$ cat config.mk
export PLATFORM = sky130hd
export DESIGN_NAME = gshare_predictor
export DESIGN_NICKNAME = d
export VERILOG_FILES = /design/src/rtl/gshare_predictor.sv
export SDC_FILE = /design/constraint.sdc
export NUM_CORES = 1
export LEC_CHECK = 0
export CELL_PAD_IN_SITES_DETAIL_PLACEMENT = 0
export CELL_PAD_IN_SITES_GLOBAL_PLACEMENT = 1
export CORE_MARGIN = 5
export CORE_UTILIZATION = 48
export CTS_CLUSTER_DIAMETER = 30
export DETAILED_ROUTE_END_ITERATION = 10
export PLACE_DENSITY = 0.8
export SETUP_SLACK_MARGIN = 0.4
export SYNTH_ARGS = -nofsm -noshare
export SYNTH_HDL_FRONTEND = slang
export SYNTH_SLANG_ARGS = --single-unit
$ cat constraint.sdc
create_clock -name clk -period 6.9 [get_ports clk]
set_input_delay 1.38 -clock clk [delete_from_list [all_inputs] [get_ports clk]]
set_output_delay 1.38 -clock clk [all_outputs]
set_load 0.05 [all_outputs]
$ cat src/rtl/gshare_predictor.sv
// gshare branch predictor: PHT sweep-init, speculative history, mispredict repair.
// Optional return address stack is built when GSHARE_RAS_EN is defined.
module gshare_predictor #(
  parameter int PHT_ADDR_BITS = 6,
  parameter int HIST_BITS     = 3,
  parameter int CTR_BITS      = 2,
  parameter int RAS_DEPTH     = 4
) (
  input  logic                     clk,
  input  logic                     resetn,
`ifdef GSHARE_RAS_EN
  input  logic                     r_push,
  input  logic                     r_pop,
  input  logic [31:0]              r_addr,
  output logic [31:0]              r_top,
  output logic                     r_valid,
`endif
  output logic                     ready,
  input  logic                     p_valid,
  input  logic [31:0]              p_pc,
  output logic                     p_taken,
  output logic [PHT_ADDR_BITS-1:0] p_index,
  output logic [HIST_BITS-1:0]     p_hist,
  input  logic                     u_valid,
  input  logic [PHT_ADDR_BITS-1:0] u_index,
  input  logic [HIST_BITS-1:0]     u_hist,
  input  logic                     u_taken,
  input  logic                     u_mispredict
);

  localparam int PHT_SIZE = 1 << PHT_ADDR_BITS;
  localparam logic [CTR_BITS-1:0] WNT =
    CTR_BITS'((1 << (CTR_BITS - 1)) - 1);

  typedef enum logic {INIT, RUN} state_t;

  state_t                    state;
  state_t                    state_nx;
  logic [PHT_ADDR_BITS-1:0]  init_cnt;
  logic [HIST_BITS-1:0]      gh;
  logic [CTR_BITS-1:0]       pht [PHT_SIZE];
  logic [PHT_ADDR_BITS-1:0]  gh_ext;
  logic [HIST_BITS:0]        spec_cat;
  logic [HIST_BITS:0]        fix_cat;
  logic [CTR_BITS-1:0]       ctr;
  logic [CTR_BITS-1:0]       ctr_nx;
  logic                      unused_bits;

  assign ready   = (state == RUN);
  assign gh_ext  = PHT_ADDR_BITS'(gh) << (PHT_ADDR_BITS - HIST_BITS);
  assign p_index = p_pc[PHT_ADDR_BITS+1:2] ^ gh_ext;
  assign p_taken = ready & pht[p_index][CTR_BITS-1];
  assign p_hist  = gh;

  // Newest outcome enters at the MSB; the oldest bit falls off bit 0.
  assign spec_cat = {p_taken, gh};
  assign fix_cat  = {u_taken, u_hist};

  assign unused_bits = ^{p_pc[31:PHT_ADDR_BITS+2], p_pc[1:0],
                         spec_cat[0], fix_cat[0]};

  always_comb begin
    state_nx = state;
    unique case (state)
      INIT: if (init_cnt == '1) state_nx = RUN;
      RUN:  state_nx = RUN;
    endcase
  end

  always_ff @(posedge clk) begin
    if (!resetn) begin
      state    <= INIT;
      init_cnt <= '0;
    end else begin
      state <= state_nx;
      if (state == INIT) init_cnt <= init_cnt + 1'b1;
    end
  end

  // Repair wins: a same-cycle predicted branch is on the wrong path.
  always_ff @(posedge clk) begin
    if (!resetn) begin
      gh <= '0;
    end else if (state == RUN) begin
      if (u_valid && u_mispredict) gh <= fix_cat[HIST_BITS:1];
      else if (p_valid)            gh <= spec_cat[HIST_BITS:1];
    end
  end

  always_comb begin
    ctr    = pht[u_index];
    ctr_nx = ctr;
    if (u_taken && ctr != '1)       ctr_nx = ctr + CTR_BITS'(1);
    else if (!u_taken && ctr != '0) ctr_nx = ctr - CTR_BITS'(1);
  end

  always_ff @(posedge clk) begin
    if (resetn) begin
      if (state == INIT)  pht[init_cnt] <= WNT;
      else if (u_valid)   pht[u_index]  <= ctr_nx;
    end
  end

`ifdef GSHARE_RAS_EN
  localparam int RP = (RAS_DEPTH > 1) ? $clog2(RAS_DEPTH) : 1;
  localparam int RC = $clog2(RAS_DEPTH + 1);
  localparam logic [RC-1:0] RFULL = RC'(RAS_DEPTH);

  logic [31:0]   ras [RAS_DEPTH];
  logic [RP-1:0] rptr;
  logic [RP-1:0] rptr_inc;
  logic [RC-1:0] rcnt;

  assign rptr_inc = rptr + 1'b1;
  assign r_valid  = (rcnt != '0);
  assign r_top    = r_valid ? ras[rptr] : '0;

  // Circular pointer: a push when full silently overwrites the oldest slot.
  always_ff @(posedge clk) begin
    if (!resetn) begin
      rptr <= '0;
      rcnt <= '0;
    end else if (r_push && !r_pop) begin
      rptr <= rptr_inc;
      if (rcnt != RFULL) rcnt <= rcnt + 1'b1;
    end else if (r_pop && !r_push && rcnt != '0) begin
      rptr <= rptr - 1'b1;
      rcnt <= rcnt - 1'b1;
    end
  end

  always_ff @(posedge clk) begin
    if (resetn) begin
      if (r_push && r_pop) ras[rptr]     <= r_addr;
      else if (r_push)     ras[rptr_inc] <= r_addr;
    end
  end
`else
  localparam int unused_ras_depth = RAS_DEPTH;
`endif

endmodule

==> metrics.txt, run 1 <==
result of the run=finished clean; Final nets=547; Finished Cell Area=0.00774 mm²; DP Cell Count=658; maxcap violations=0; Clock Tree Buf Depth=2; Reg power frac=47.7%; vias in the first global route=4302; Final min period=5.87 ns; reg2reg start=pht[55][1]$_DFFE_PP_; Area growth syn-to-layout=15.2%; P per Cell Area=246 mW/mm²; f_max=170 MHz; Post-CTS Setup Repair Bufs=0; Sw Share=22.0%; RSZ-0062 raised after global routing=no; antenna violations before repair=0; Clk Latency, worst-skew pair=0.42 ns; Hold Startpoint=init_cnt[5]$_SDFFE_PN0N_; r2r endpoint=pht[36][0]$_DFFE_PP_; Mapped Avg Cell Area=14.5 µm²; Setup-failing EPs final=0; Post-synth EDFFs=128; startpoint type of the worst setup path=primary input; gr ovfl total=0; most common cell after layout, fill and taps aside=edfxtp_1; Internal Pwr Total=1.48 mW; Finished Layout Cells=690; R2R cell count=11; CTS Buf Count=17; CTS Sinks=138; CP Max Fanout=12; Final TNS setup=0 ns; vias=4197; most frequent cells in the layout=128 x edfxtp_1, 69 x nor2_1, 44 x nand2_1; Worst Path Required=5.52 ns; CORE AREA=0.0138 mm²; Tot Pwr=1.90 mW; routed vias/inst=6.08; # hold bufs at CTS=0; n_diodes=0; CP arrival=4.49 ns; FF+latch count, synth=138; Filler cells=1093; clock skew=0.00601 ns; All-Layer GR Usage=20.5%; clock power share=46.0%; Post-Syn Nets=515; DR DRC count=0; Final Cycle Share=85.1%; DR iter-0 viols=454; FFs w/ async S/R, synth=0%; worst hold path type=reg2reg; Core Rows=43; effective utilization at floorplan=48.6%; GP Congestion=0.869; Die Wd=128 µm; Placed Area=0.00716 mm²; share of post-route cells with drive strength above 1=18.6%; Max IR drop VDD=0.174 mV; Max H-tree Level=4; # IOs=58; Seq/Total Area, Yosys=60.2%; reg2reg setup slack=3.14 ns; Ys Warns=0; Final HPWL DP=11000 µm; Root Buffer=clkbuf_16; Primary FF master, synth=edfxtp_1; final antenna-violating net count=0; crit path from=p_pc[3]; TritonCTS clock tree=yes; Crit Path Class=in2out; post-synthesis cell type count=52; Comb pwr share=6.3%; slew at the pin with the worst max-slew slack=1.02 ns; WL final=16000 µm; Mapped Cells=465; cell area after synthesis=0.00672 mm²; port bufs=30; largest net degree at the start of global routing=65; Die ar.=0.0165 mm²; DR pass1 iterations=5; Slew headroom=31.6%; switching power total=0.418 mW; count of cells resized by post-cts repair=0; Pleak=2.79 nW; die height=128 µm; Avg WL per Cell=23.2 µm; final max-slew violation count=0; first-pass GRT wire length=24700 µm; CP Capture Type=primary output; Final Hold Vio Count=0; CTS clk-pin slew, worst paths=0.06 ns; Worst Setup EP=p_taken
[cell usage after synthesis, types with 2 or more instances]
library cell | count | area share [%]
a21o_1 | 2 | 0.22
a31oi_1 | 7 | 0.65
a21boi_0 | 2 | 0.22
buf_4 | 5 | 0.56
o21a_1 | 4 | 0.45
and3_1 | 5 | 0.47
nand3b_1 | 4 | 0.45
nand2_1 | 44 | 2.5
and2_1 | 8 | 0.74
buf_6 | 3 | 0.50
inv_1 | 9 | 0.50
xnor2_1 | 3 | 0.39
mux4_2 | 41 | 14
or3_1 | 3 | 0.28
nor2b_1 | 5 | 0.47
o21ai_0 | 6 | 0.45
ha_1 | 3 | 0.56
nor2_1 | 69 | 3.9
mux2i_1 | 18 | 2.7
mux4_1 | 6 | 2.3
buf_2 | 7 | 0.52
xor2_1 | 3 | 0.39
nor3b_1 | 4 | 0.45
clkbuf_1 | 12 | 0.67
edfxtp_1 | 128 | 57
o22ai_1 | 2 | 0.19
a21oi_1 | 5 | 0.37
o31ai_1 | 3 | 0.34
nand3_1 | 16 | 1.2
dfxtp_1 | 10 | 3.0
a22oi_1 | 2 | 0.22
nand2b_1 | 3 | 0.28
mux2_2 | 4 | 0.67
[cell families (layout without fill, tap and decap cells)]
logic type                 Yosys count  in the layout  synth area share (%)
AOI/OAI and AO/OA                   45             45                  4.67
muxes                               69             69                  19.4
and+or+nand+nor                    165            165                  11.0
buffers and inverters               38             83                  3.11
DFF                                138            138                  60.2
xor gates and xnor gates             7              7                  1.02
adders and majority gates            3              3                 0.559
[metal layers]
metal	track usage (%)	vias up	routed length (µm)
met5	0	-	0
met4	10.1	0	576
met3	4.88	38	1320
met2	32.0	212	7510
met1	27.2	2079	6570
li1	-	1868	-
[registers in the layout (all words and copies together), names as in the netlist]
name	flops
p_hist	3
ready	1
pht	128
init_cnt	6
[final cells by class]
cell class | instances | area [µm²] | share of cell area (%)
Sequential cell | 138 | 4040 | 52.2
Multi-Input combinational cell | 289 | 2480 | 32.1
Clock buffer | 17 | 425 | 5.50
Timing Repair Buffer | 42 | 380 | 4.91
Tap cell | 180 | 225 | 2.91
Clock inverter | 15 | 151 | 1.96
Inverter | 9 | 33.8 | 0.436
[power groups by stage]
stage	registers, mW	clock network [mW]	logic, mW
after global placement	0.925	0	0.119
after floorplan	0.923	0	0.0814
after detailed placement	0.925	0	0.120
final	0.907	0.875	0.120
after CTS	0.907	0.888	0.120
after global routing	0.907	0.928	0.128
[worst min path at each step]
stage	endpoint	slack [ns]	cells past startpoint
after floorplan	ready$_SDFF_PN0_	0.52	2
after global placement	ready$_SDFF_PN0_	0.58	2
after detailed placement	ready$_SDFF_PN0_	0.58	2
after CTS	ready$_SDFF_PN0_	0.59	2
after global routing	ready$_SDFF_PN0_	0.63	2
final	ready$_SDFF_PN0_	0.61	2
[worst max-delay path, stage by stage]
cell	delay, ns
clkdlybuf4s50_1	0.92
mux4_2	0.41
nor2b_1	0.14
a2111oi_0	0.60
a2111oi_1	0.12
a21o_1	0.21
clkdlybuf4s50_1	0.70
[through the flow]
step,setup WS [ns],util (%),hold slack (ns)
2_1_floorplan,1.25,-,0.523
3_3_place_gp,0.977,51.8,0.576
3_5_place_dp,1.00,51.8,0.581
4_1_cts,0.997,56.0,0.591
5_1_grt,0.913,56.0,0.632
6_report,1.03,56.0,0.610
No activity file was read; power rests on OpenSTA's default activity.
==> run 2, diff against run 1 <==
CTS_CLUSTER_DIAMETER = 200   (was 30)
==> results of run 2 <==
Final layout, timing and power as in run 1 (identical DEF).
